===== config.mk =====
export PLATFORM = sky130hd
export DESIGN_NAME = cost_table_loader
export DESIGN_NICKNAME = d
export VERILOG_FILES = /design/src/rtl/cost_table_loader.sv
export SDC_FILE = /design/constraint.sdc
export NUM_CORES = 1
export LEC_CHECK = 0
export ABC_AREA = 0
export CORE_MARGIN = 1
export CORE_UTILIZATION = 65
export DETAILED_ROUTE_END_ITERATION = 8
export MAX_ROUTING_LAYER = met4
export PLACE_DENSITY = 0.87
export SLEW_MARGIN = 30
export SYNTH_ARGS = -nofsm -noshare
export SYNTH_HDL_FRONTEND = slang
export SYNTH_SLANG_ARGS = --single-unit

===== constraint.sdc =====
create_clock -name CLK -period 5.7 [get_ports CLK]
set_input_delay 1.14 -clock CLK [delete_from_list [all_inputs] [get_ports CLK]]
set_output_delay 1.14 -clock CLK [all_outputs]
set_load 0.02 [all_outputs]

===== src/rtl/cost_table_loader.sv =====
// ---------------------------------------------------------------------------
// cost_table_loader
//
// Receives the 8x8 worker/job cost matrix as a 64-beat valid/ready stream
// (row-major, beat k = Cost(W=k/8, J=k%8)) and keeps it in a register file
// for the assignment search engine. It also builds a row-minimum lower bound
// on the total assignment cost while the matrix streams in.
//
// Ports:
//   CLK        clock, all state updates on the rising edge
//   RST_N      asynchronous active-low reset
//   in_valid   upstream presents a cost beat
//   in_ready   block accepts a beat this cycle (decoded from state only)
//   in_data    cost beat
//   in_last    marks the final beat of the matrix
//   clear      synchronous restart of loading; wins over a concurrent beat
//   W, J       engine worker / job lookup indices
//   Cost       table[{W,J}], combinational read
//   Ready_tbl  registered: table complete and framed correctly
//   LowerBound registered: sum of row minima, valid while Ready_tbl=1
//   Error      registered: framing error seen
// ---------------------------------------------------------------------------
module cost_table_loader #(
  parameter int N   = 8,
  parameter int CW  = 7,
  parameter int LBW = 10
) (
  input  logic           CLK,
  input  logic           RST_N,
  input  logic           in_valid,
  output logic           in_ready,
  input  logic [CW-1:0]  in_data,
  input  logic           in_last,
  input  logic           clear,
  input  logic [2:0]     W,
  input  logic [2:0]     J,
  output logic [CW-1:0]  Cost,
  output logic           Ready_tbl,
  output logic [LBW-1:0] LowerBound,
  output logic           Error
);

  localparam int DEPTH = N * N;
  localparam int IW    = $clog2(DEPTH);

  localparam logic [1:0] ST_LOAD  = 2'd0;
  localparam logic [1:0] ST_DONE  = 2'd1;
  localparam logic [1:0] ST_ERROR = 2'd2;

  logic [1:0]     state_reg,  state_next;
  logic [IW-1:0]  idx_reg,    idx_next;
  logic [CW-1:0]  rowmin_reg, rowmin_next;
  logic [LBW-1:0] lb_acc_reg, lb_acc_next;
  logic [LBW-1:0] lb_out_reg, lb_out_next;
  logic           ready_reg,  ready_next;
  logic           error_reg,  error_next;

  logic [CW-1:0]  table_reg [DEPTH];

  logic           accept;
  logic           wr_en;
  logic           row_start;
  logic           row_end;
  logic           final_idx;
  logic [CW-1:0]  beat_min;

  // in_ready depends only on registered state, never on in_valid.
  assign in_ready  = (state_reg == ST_LOAD);
  assign accept    = in_valid & in_ready;
  // clear drops a beat that handshakes on the same edge.
  assign wr_en     = accept & ~clear;

  assign row_start = (idx_reg[2:0] == 3'd0);
  assign row_end   = (idx_reg[2:0] == 3'd7);
  assign final_idx = (idx_reg == IW'(DEPTH - 1));
  // On the first beat of a row the running minimum restarts from the beat.
  assign beat_min  = (row_start || (in_data < rowmin_reg)) ? in_data : rowmin_reg;

  always_comb begin
    state_next  = state_reg;
    idx_next    = idx_reg;
    rowmin_next = rowmin_reg;
    lb_acc_next = lb_acc_reg;
    lb_out_next = lb_out_reg;
    ready_next  = ready_reg;
    error_next  = error_reg;

    if (clear) begin
      state_next  = ST_LOAD;
      idx_next    = '0;
      rowmin_next = '0;
      lb_acc_next = '0;
      lb_out_next = '0;
      ready_next  = 1'b0;
      error_next  = 1'b0;
    end else if (accept) begin
      idx_next    = idx_reg + 1'b1;
      rowmin_next = beat_min;
      if (row_end) begin
        lb_acc_next = lb_acc_reg + {{(LBW-CW){1'b0}}, beat_min};
      end
      // Beat 63 always leaves LOAD, so idx can never wrap while loading.
      if (final_idx && in_last) begin
        state_next  = ST_DONE;
        ready_next  = 1'b1;
        lb_out_next = lb_acc_next;
      end else if (final_idx || in_last) begin
        state_next = ST_ERROR;
        error_next = 1'b1;
      end
    end
  end

  always_ff @(posedge CLK or negedge RST_N) begin
    if (!RST_N) begin
      state_reg  <= ST_LOAD;
      idx_reg    <= '0;
      rowmin_reg <= '0;
      lb_acc_reg <= '0;
      lb_out_reg <= '0;
      ready_reg  <= 1'b0;
      error_reg  <= 1'b0;
    end else begin
      state_reg  <= state_next;
      idx_reg    <= idx_next;
      rowmin_reg <= rowmin_next;
      lb_acc_reg <= lb_acc_next;
      lb_out_reg <= lb_out_next;
      ready_reg  <= ready_next;
      error_reg  <= error_next;
    end
  end

  // One register per entry so reset can clear the whole table at once.
  genvar gi;
  generate
    for (gi = 0; gi < DEPTH; gi++) begin : g_entry
      always_ff @(posedge CLK or negedge RST_N) begin
        if (!RST_N) begin
          table_reg[gi] <= '0;
        end else if (wr_en && (idx_reg == IW'(gi))) begin
          table_reg[gi] <= in_data;
        end
      end
    end
  endgenerate

  assign Cost       = table_reg[{W, J}];
  assign Ready_tbl  = ready_reg;
  assign Error      = error_reg;
  assign LowerBound = lb_out_reg;

endmodule


# [Word level (Yosys, flattened, before mapping)]
# Cells that the tools add are included.
[totals] regBits=485 output_inout_bits=20
[op_classes] n_addsub=2 n_lt_le_gt_ge=2 eq_ne=65 muxes=25 n_bitwise=4 n_reduce_logical=77
[op_table] operator="$eq A6 B6 Y1 const B" count=32
[op_table] operator="$eq A6 B5 Y1 const B" count=16
[op_table] operator="$logic_and A1 B1 Y1" count=65
[op_table] operator="$mux W10" count=6
[op_table] operator="$eq A6 B4 Y1 const B" count=8
[op_table] operator="$bmux W7 S6" count=1
[op_table] operator="$mux W7" count=5
[op_table] operator="$eq A6 B3 Y1 const B" count=4
[op_table] operator="$eq A6 B2 Y1 const B" count=2
[op_table] operator="$mux W6" count=2
[op_table] operator="$add A10 B7 Y10" count=1
[op_table] operator="$mux W2" count=4
[op_table] operator="$ge A7 B7 Y1 const B" count=1
[op_table] operator="$lt A7 B7 Y1" count=1
[op_table] operator="$mux W1" count=7
[op_table] operator="$not A6 Y7" count=1
[op_table] operator="$add A6 B1 Y6 const B" count=1
[op_table] operator="$eq A6 B1 Y1 const B" count=1
[op_table] operator="$logic_not A6 Y1" count=1
[op_table] operator="$reduce_bool A2 Y1" count=3
[op_table] operator="$reduce_and A2 Y1" count=2
[op_table] operator="$eq A3 B3 Y1 const B" count=1
[op_table] operator="$logic_not A3 Y1" count=1
[op_table] operator="$reduce_and A3 Y1" count=1
[op_table] operator="6 further kinds" count=8

# [Logic depth before layout (Yosys ltp)]
# Gate-level depths: netlist of run 1.
[logic_depth] ltp_word=8 depth_mapped=16 mapped_depth_nobuf=14

# [Worst setup path after synthesis of run 1]
# No wires, ideal clock.
[synth_path] kind="input -> output" start="input J[0]" end="output Cost[4]" arrival_ns=3.020 slack_ns=1.540 stages=7 n_path_buf=3 cell_sequence="buf_2 -> buf_2 -> buf_2 -> mux4_2 -> a32o_1 -> nor3_1 -> nand4_1"
[synth_via] elab_chain_len=4
[synth_rtl] item="start, declared" line="36" rtl="input logic [2:0] J,"
[synth_rtl] item="$not A6 Y7 (not written as such)" line="148" rtl="assign Cost = table_reg[{W, J}];"
[synth_rtl] item="$bmux W7 S6" line="148"
[synth_rtl] item="$mux W7 (not written as such) (2 in a row)" line="148"
[synth_rtl] item="end, declared" line="37" rtl="output logic [CW-1:0] Cost,"
# No other way between the ends. The select of a mux whose other input is x is not followed.

# [Final worst setup path of run 1]
[layout_path] start="input W[2]" end="output Cost[5]"
[layout_via] elab_chain_len=4
[layout_rtl] item="start, declared" line="35" rtl="input logic [2:0] W,"
[layout_rtl] item="$not A6 Y7 (not written as such)" line="148"
[layout_rtl] item="$bmux W7 S6" line="148"
[layout_rtl] item="$mux W7 (not written as such) (2 in a row)" line="148"
# No other way between the ends. The select of a mux whose other input is x is not followed.

==> results of run 1 <==
[worst register-to-register path: stages, from the launching register on]
cell	delay (ns)
dfrtp_1	0.43
inv_1	0.10
ha_1	0.20
buf_4	0.17
nand2b_1	0.61
nor2_1	0.10
a31oi_1	0.17
nand3_1	0.11
ha_1	0.25
fa_1	0.48
a211oi_1	0.35
o21bai_1	0.16
nor4b_1	0.35
nor3_1	0.12
a211oi_1	0.25
[synth_stat cells (all sizes together) (13+ instances only)]
cell type	count	area (sq um)
a21oi	30	150.1
clkbuf	78	292.8
dfrtp	485	12140
ha	18	225.2
buf	47	242.7
o22ai	15	93.84
inv	18	67.56
nor2	73	356.6
nand2	62	232.7
mux4	97	2185
nand3	55	355.3
nand2b	13	81.33
nand4	23	143.9
mux2i	49	490.5
mux2	454	5112
[cell families (layout without fill, tap and decap cells)]
logic type               Yosys count  in the layout  synth area share, %
buffers and inverters            144            185                2.599
AO/OA/AOI/OAI                    123            123                3.574
XOR/XNOR                           9              9               0.3376
flip-flops                       485            485                51.98
AND/OR/NAND/NOR                  294            294                7.111
multiplexers                     600            600                33.35
adder cells (fa/ha/maj)           19             19                1.050
[metrics by stage]
step | power, mW | hold WS [ns] | util (%)
after floorplan | 3.924 | 0.4585 | -
after global placement | 4.114 | 0.4684 | 67.87
after detailed placement | 4.138 | 0.4800 | 67.87
after CTS | 7.379 | 0.4926 | 72.48
after global routing | 7.555 | 0.5040 | 72.54
final | 7.354 | 0.4953 | 72.54
[cells in the final DEF (no fill, tap or decap), types with 21 or more instances in the layout]
master	n
nor2_1	50
clkdlybuf4s50_1	26
mux2i_1	49
mux2_1	21
nand4_1	23
mux4_2	97
buf_4	37
dfrtp_1	485
mux2_2	433
nand2_1	62
clkbuf_16	51
a21oi_1	30
nand3_1	39
[layer usage]
metal	track usage [%]	part of all wire [%]	vias up
met2	52.40	49	648
met4	12.67	3.5	0
met5	-	0	-
met3	5.801	7.4	161
li1	-	-	6214
met1	43.86	40	7874
[report_power, final]
group,switching [mW],internal (mW)
clock network,1.35,1.92
registers,0.0386,3.50
logic,0.354,0.191
total,1.74,5.61
[worst max path at each step]
stage,start,slack [ns],cells after the start,endpoint
final,W[2],0.25,7,Cost[5]
after floorplan,J[0],1.54,7,Cost[4]
after global routing,W[2],0.24,7,Cost[5]
after global placement,W[2],0.50,7,Cost[5]
after CTS,W[2],0.45,7,Cost[3]
after detailed placement,W[2],0.47,7,Cost[3]
[cell type report]
type | count | area share, %
clock buffer | 77 | 5.920
tap | 461 | 2.241
multi-input combinational | 1045 | 41.27
sequential | 485 | 47.15
clock inverter | 11 | 0.4423
inverter | 19 | 0.2771
timing repair buffer | 78 | 2.703
==> impl_metrics.csv, run 1 <==
group,metric,value,unit
cells_and_area,multi_input_area,10620,sq um
timing,setup_viol,0,
floorplan,row_count,69,
cells_and_area,fin_nets,1715,
routing,ant_nets,0,
routing,drt_pre_antenna_iters,7,
worst_setup_path,cp_common_cell,"clkdlybuf4s50_1",
cts,insertion_delay,0.59,ns
synth,synth_warnings,0,
worst_setup_path,critPathArrivalTime,4.31,ns
placement,finalWeightedCongestion,1.002,
synth,syn-num-nets,1711,
synth,synth-edff-count,0,
cts,cts_tree,"built",
cts,clk_pin_slew_worst_paths,0.06,ns
floorplan,start_util,65.81,%
floorplan,die_area,36690,sq um
grt,grt_pass1_vias,15360,
cts,post_cts_buffers,0,
synth,async_flop_share,100.0,%
floorplan,io_pins,38,
worst_setup_path,r2r_setup_slack,1.77,ns
worst_setup_path,worstSetupPathType,"primary input to primary output",
floorplan,die_w,191.5,um
timing,grt_setup_unrepaired,"no",
placement,dpl_worst_slack,0.4688,ns
timing,drv_slew,0,
cells_and_area,insertedDiodeCount,0,
cts,cts_root_buffer,"clkbuf_16",
hold_path,min_to,"table_reg[188]$_DFFE_PN0P_",
worst_setup_path,crit-reg2reg-capture,"LowerBound[6]$_DFFE_PN0P_",
synth,synth.avg_cell_area,13.95,sq um
worst_setup_path,r2r_cells,14,
timing,slew-limit-headroom,31.74,%
grt,grt_max_degree,158,
hold_path,worstHoldStart,"table_reg[188]$_DFFE_PN0P_",
grt,grt_pass1_wl,89450,um
cts,cts_num_sinks,485,
floorplan,coreArea,35480,sq um
cells_and_area,layout-drive-gt1-share,41.22,%
cells_and_area,fill_cells,2129,
hold_path,hold_path_depth,1,
grt,grt-ovfl-total,0,
worst_setup_path,crit_buf_inv,2,
power_and_ir_drop,ir_drop,0.2844,mV
timing,final_hold_viol_count,0,
worst_setup_path,reg2reg_from,"idx_reg[0]$_DFFE_PN0P_",
cts,cts_resized,0,
cts,numCtsBuffers,49,
placement,port_buffers,37,
status,status,"finished, final reports clean",
worst_setup_path,worstPathRequired,4.56,ns
floorplan,fp.dieH,191.5,um
cells_and_area,finalNonFillerCells,2176,
cells_and_area,largest_reg_flops,448,
placement,hpwlAfterDp,36240,um
job,maxCapViolCount,0,
synth,ys.flop_type,"dfrtp_1",
routing,routed_wirelength,56820,um
worst_setup_path,cp_slowest_cell,"clkdlybuf4s50_1",
worst_setup_path,critPathLaunchType,"primary input",
timing,fmax,0.1835,GHz
timing,tightestPinTransition,1.020,ns
worst_setup_path,critical_path.max_stage_delay,0.93,ns
power_and_ir_drop,p_per_area,285.7,nW/um^2
timing,min_period_over_period,95.62,%
placement,dp.cells,2087,
grt,grt_use_total,33.39,%
cts,cts.path.max_buffers,3,
timing,period_needed,5.450,ns
synth,ys_seq_elements,485,
worst_setup_path,worst-path-max-fanout,16,
timing,tns,0,ns
power_and_ir_drop,leakagePower,12.28,nW
routing,drcViolationCount,0,
synth,syn_inst,1674,
routing,vias,14900,
cells_and_area,final_area,25740,sq um
worst_setup_path,cp-end-kind,"primary output",
worst_setup_path,crit_chain,"clkdlybuf4s50_1 > nand2b_1 > nor2_1 > a22oi_1 > nand3_1 > nor4_1 > clkdlybuf4s50_1",
routing,wl_per_cell,26.11,um
routing,first_iter_violations,1373,
cts,cts_hold_buffers,0,
cts,cts-htree-levels,2,
synth,synth_cell_types,62,
placement,placed_area,24080,sq um
cells_and_area,regArea,12140,sq um
cells_and_area,syn2layout_area_growth,10.24,%
synth,synth_seq_area_share,51.98,%
synth,synthesis.area,23350,sq um
routing,avgViaCountPerCell,6.846,
worst_setup_path,cp_top_family,"buffers and inverters",
timing,clock_skew,0.02121,ns
hold_path,hold_class,"flip-flop to flip-flop",
grt,antenna_found_initial,0,
timing,setup_ws,0.2495,ns
Power figures use the tool's default switching activity.
==> run 2, diff against run 1 <==
ABC_CLOCK_PERIOD_IN_PS = 5700   (was unset)
CTS_CLUSTER_SIZE = 10   (was unset)
==> impl_metrics.csv, run 2 (synthesis gave the netlist of run 1 again) <==
group,metric,value,unit
status,status,"finished, final reports clean",
power_and_ir_drop,finalPower,7.064,mW
worst_setup_path,cp-startpoint,"W[2]",
job,maxCapViolCount,0,
timing,min_period_over_period,97.01,%
cells_and_area,fill_cells,2156,
cells_and_area,final_cell_mix,"dfrtp_1 (485), mux2_2 (433), mux4_2 (97)",
routing,drt_pre_antenna_iters,6,
timing,drv_slew,0,
worst_setup_path,worstPathRequired,4.56,ns
grt,grt-ovfl-total,0,
worst_setup_path,cp_common_cell,"clkdlybuf4s50_1",
timing,setup_viol,0,
timing,tns,0,ns
power_and_ir_drop,p_comb_share,7.7,%
cells_and_area,utilization,71.85,%
worst_setup_path,critPathLaunchType,"primary input",
routing,drcViolationCount,0,
worst_setup_path,critPathArrivalTime,4.39,ns
power_and_ir_drop,ir_drop,0.2742,mV
hold_path,hold_class,"flip-flop to flip-flop",
floorplan,die_w,191.5,um
floorplan,fp.dieH,191.5,um
cts,cts_hold_buffers,0,
grt,grt_pass1_wl,89270,um
grt,grt_pass1_vias,15250,
cts,cts_root_buffer,"clkbuf_16",
worst_setup_path,r2r_setup_slack,1.79,ns
worst_setup_path,worst-path-max-fanout,16,
cts,cts_tree,"built",
power_and_ir_drop,leakagePower,12.15,nW
cells_and_area,layout-drive-gt1-share,40.60,%
timing,period_needed,5.529,ns
worst_setup_path,crit_end,"Cost[5]",
cts,cts_resized,0,
worst_setup_path,critical_path.max_stage_delay,0.91,ns
cells_and_area,insertedDiodeCount,0,
timing,fmax,0.1809,GHz
worst_setup_path,r2r_cells,14,
routing,wl_per_cell,26.32,um
routing,avgViaCountPerCell,6.873,
placement,hpwlAfterDp,36240,um
cts,clk_pin_slew_worst_paths,0.05,ns
timing,clock_skew,0.02014,ns
cts,cts_num_sinks,485,
power_and_ir_drop,intPower,5.391,mW
timing,slew-limit-headroom,32.03,%
worst_setup_path,crit-reg2reg-capture,"LowerBound[8]$_DFFE_PN0P_",
timing,grt_setup_unrepaired,"no",
power_and_ir_drop,clkPwrFrac,42.1,%
grt,grt_use_total,33.27,%
hold_path,hold_path_depth,1,
worst_setup_path,crit_chain,"clkdlybuf4s50_1 > nand2b_1 > nor2_1 > a22oi_1 > nand3_1 > nor4_1 > clkdlybuf4s50_1",
power_and_ir_drop,p_per_area,277.0,nW/um^2
worst_setup_path,worstSetupPathType,"primary input to primary output",
placement,port_buffers,37,
routing,ant_nets,0,
floorplan,io_pins,38,
cells_and_area,layout_commonest_cell,"dfrtp_1",
grt,grt_max_degree,158,
placement,dp.cells,2087,
power_and_ir_drop,seqPwrFrac,50.2,%
cells_and_area,finalNonFillerCells,2148,
worst_setup_path,reg2reg_from,"idx_reg[0]$_DFFE_PN0P_",
routing,vias,14760,
cts,post_cts_buffers,0,
cts,insertion_delay,0.60,ns
cells_and_area,largest_reg_flops,448,
timing,tightestPinTransition,1.015,ns
cells_and_area,fin_nets,1719,
worst_setup_path,cp_slowest_cell,"clkdlybuf4s50_1",
cells_and_area,syn2layout_area_growth,9.190,%
floorplan,coreArea,35480,sq um
timing,final_hold_viol_count,0,
placement,finalWeightedCongestion,1.002,
power_and_ir_drop,switchingPower,1.672,mW
worst_setup_path,cp-end-kind,"primary output",
cts,cts-htree-levels,2,
power_and_ir_drop,switching_share,23.67,%
floorplan,start_util,65.81,%
cts,cts.path.max_buffers,3,
floorplan,die_area,36690,sq um
grt,antenna_found_initial,0,
cts,numCtsBuffers,54,
routing,routed_wirelength,56540,um
floorplan,row_count,69,
routing,first_iter_violations,1437,
==> run 2: cell count changes in the layout (fill, tap and decap cells not counted) <==
cell / delta
buf_6: -1
bufinv_16: -2
clkbuf_1: -6
clkbuf_16: +4
clkbuf_8: -15
clkinv_2: -6
clkinvlp_4: -2
==> run 2: area by class of cell <==
class,instances,area (sq um),area share (%)
flip-flops and latches,485,12140,47.60
clock inverters,1,8.758,0.03435
repair buffers,77,684.4,2.684
well taps,461,576.8,2.262
multi-input cells,1045,10620,41.66
clock buffers,60,1395,5.472
inverters,19,71.32,0.2797
==> run 2: power groups by stage <==
stage / clock network (mW) / logic [mW] / registers (mW)
global route: 3.13 / 0.591 / 3.55
floorplan: 0 / 0.334 / 3.59
global placement: 0 / 0.516 / 3.60
detailed placement: 0 / 0.536 / 3.60
finish: 2.97 / 0.546 / 3.55
CTS: 3.00 / 0.541 / 3.54
==> run 2: worst min-delay path by stage <==
stage,start,to,slack [ns]
2_1_floorplan,table_reg[141]$_DFFE_PN0P_,table_reg[141]$_DFFE_PN0P_,0.46
3_3_place_gp,table_reg[168]$_DFFE_PN0P_,table_reg[168]$_DFFE_PN0P_,0.47
3_5_place_dp,table_reg[188]$_DFFE_PN0P_,table_reg[188]$_DFFE_PN0P_,0.48
4_1_cts,table_reg[188]$_DFFE_PN0P_,table_reg[188]$_DFFE_PN0P_,0.49
5_1_grt,table_reg[287]$_DFFE_PN0P_,table_reg[287]$_DFFE_PN0P_,0.50
6_report,table_reg[188]$_DFFE_PN0P_,table_reg[188]$_DFFE_PN0P_,0.49
==> run 2: critical path: cells and delay by family <==
kind	cells	cell delay, ns
buffers and inverters	2	1.65
AND/OR/NAND/NOR	4	1.31
AO/OA/AOI/OAI	1	0.28
==> run 2: layer usage <==
layer	track usage (%)	up-vias	wire length, um
met5	-	-	0
met4	11.39	0	1793
li1	-	6206	-
met3	6.003	132	4190
met2	52.48	613	27860
met1	43.83	7812	22700
==> run 2: through the flow <==
step | cell area (sq um) | worst slack [ns] | hold WS, ns
finish | 25500 | 0.1706 | 0.4931
global route | 25500 | 0.2264 | 0.5029
CTS | 25490 | 0.4257 | 0.4926
detailed placement | 24080 | 0.4688 | 0.4800
global placement | 24080 | 0.5010 | 0.4684
floorplan | 23350 | 1.540 | 0.4585
==> run 3, diff against run 2 <==
CTS_CLUSTER_SIZE = 40   (was 10)
MAX_ROUTING_LAYER = unset   (was met4)
==> impl_metrics.csv, run 3 (synthesis gave the netlist of run 1 again) <==
group,metric,value,unit
worst_setup_path,cp-end-kind,"primary output",
cells_and_area,largest_reg_flops,448,
routing,drcViolationCount,0,
cells_and_area,syn2layout_area_growth,10.75,%
job,maxCapViolCount,0,
floorplan,row_count,69,
cts,cts-htree-levels,2,
cells_and_area,final_cell_mix,"dfrtp_1 (485), mux2_2 (433), mux4_2 (97)",
cts,cts.path.max_buffers,3,
worst_setup_path,critPathArrivalTime,4.30,ns
timing,final_hold_viol_count,0,
timing,clock_skew,0.02568,ns
timing,drv_slew,0,
worst_setup_path,critPathLaunchType,"primary input",
grt,grt-ovfl-total,0,
cells_and_area,fin_nets,1717,
placement,hpwlAfterDp,37060,um
cells_and_area,layout-drive-gt1-share,41.60,%
placement,finalWeightedCongestion,0.9521,
floorplan,coreArea,35480,sq um
power_and_ir_drop,leakagePower,12.34,nW
timing,tns,0,ns
cts,cts_hold_buffers,0,
grt,grt_max_degree,124,
floorplan,fp.dieH,191.5,um
timing,tightestPinTransition,0.9693,ns
cts,cts_root_buffer,"clkbuf_16",
cts,cts_num_sinks,485,
routing,routed_wirelength,57220,um
timing,period_needed,5.443,ns
power_and_ir_drop,p_per_area,287.8,nW/um^2
status,status,"finished, final reports clean",
routing,avgViaCountPerCell,6.815,
cts,cts_tree,"built",
floorplan,io_pins,38,
timing,min_period_over_period,95.50,%
cells_and_area,layout_commonest_cell,"dfrtp_1",
grt,grt_use_total,32.45,%
placement,placed_area,24140,sq um
routing,wl_per_cell,26.22,um
timing,grt_setup_unrepaired,"no",
grt,grt_pass1_wl,89710,um
cts,cts_resized,0,
grt,antenna_found_initial,0,
timing,fmax,0.1837,GHz
worst_setup_path,worstPathRequired,4.56,ns
cells_and_area,final_area,25860,sq um
worst_setup_path,worstSetupPathType,"primary input to primary output",
cells_and_area,fill_cells,2142,
routing,ant_nets,0,
cts,clk_pin_slew_worst_paths,0.06,ns
grt,grt_pass1_vias,15310,
floorplan,die_area,36690,sq um
routing,first_iter_violations,1338,
floorplan,start_util,65.81,%
worst_setup_path,worst-path-max-fanout,16,
hold_path,hold_class,"primary input to async pin",
timing,slew-limit-headroom,35.10,%
cells_and_area,insertedDiodeCount,0,
placement,port_buffers,37,
routing,vias,14870,
timing,setup_viol,0,
floorplan,die_w,191.5,um
cts,insertion_delay,0.59,ns
cts,numCtsBuffers,49,
routing,drt_pre_antenna_iters,6,
cts,post_cts_buffers,0,
power_and_ir_drop,ir_drop,0.3595,mV
run 3: cell count changes in the layout (fill, tap and decap cells not counted), sizes merged:
| cell | previous run | this run |
|---|---|---|
| clkbuf | 60 | 74 |
| clkinv | 1 | 13 |
| bufinv | 0 | 4 |
| buf | 51 | 54 |
| clkinvlp | 0 | 1 |
run 3: power breakdown:
| part | internal, mW | switching [mW] |
|---|---|---|
| clock network | 2.00 | 1.35 |
| logic | 0.196 | 0.353 |
| registers | 3.50 | 0.0377 |
run 3: final cells by class:
cell class | count | area (sq um) | area share (%)
flip-flops and latches | 485 | 12140 | 46.93
well taps | 461 | 576.8 | 2.231
clock buffers | 74 | 1503 | 5.811
repair buffers | 80 | 747.0 | 2.889
clock inverters | 18 | 200.2 | 0.7741
inverters | 19 | 71.32 | 0.2758
multi-input cells | 1045 | 10630 | 41.09
run 3: stage by stage:
step | util, % | std cells | setup WS (ns) | power (mW) | hold WS (ns)
5_1_grt | 72.88 | 2182 | 0.1505 | 7.667 | 0.3067
3_5_place_dp | 68.05 | 2090 | 0.4070 | 4.141 | 0.4801
6_report | 72.88 | 2182 | 0.2566 | 7.443 | 0.3260
2_1_floorplan | - | 1674 | 1.540 | 3.924 | 0.4585
3_3_place_gp | 67.89 | 2088 | 0.4409 | 4.112 | 0.4679
4_1_cts | 72.84 | 2182 | 0.3837 | 7.468 | 0.3070
run 3: path summary, 6_finish.rpt:
kind                       cells after the start                          to  slack, ns                        from
max reg2reg                                   14   lb_acc_reg[6]$_DFFE_PN0P_       1.52      idx_reg[0]$_DFFE_PN0P_
min reg2reg                                    1  table_reg[144]$_DFFE_PN0P_       0.49  table_reg[144]$_DFFE_PN0P_
min in group CLK                               1  table_reg[144]$_DFFE_PN0P_       0.49  table_reg[144]$_DFFE_PN0P_
max in group asynchronous                      4  table_reg[369]$_DFFE_PN0P_       3.92                       RST_N
max                                            7                     Cost[3]       0.26                        W[2]
min                                            1  table_reg[273]$_DFFE_PN0P_       0.33                       RST_N
run 3: worst max-delay path: stages:
cell and delay, ns:
clkdlybuf4s50_1 0.87, nand2b_1 0.27, nor2_1 0.19, a22oi_1 0.33
nand3_1 0.12, nor4_1 0.64, clkdlybuf4s50_1 0.73
run 3: layer usage:
metal / part of all wire (%) / routed length, um / global-route usage, % / vias to the layer above
li1: - / - / - / 6234
met1: 40 / 22780 / 43.96 / 7834
met2: 49 / 27780 / 52.06 / 649
met3: 7.5 / 4283 / 6.022 / 153
met4: 4.2 / 2377 / 13.16 / 0
met5: 0 / 0 / 0 / -
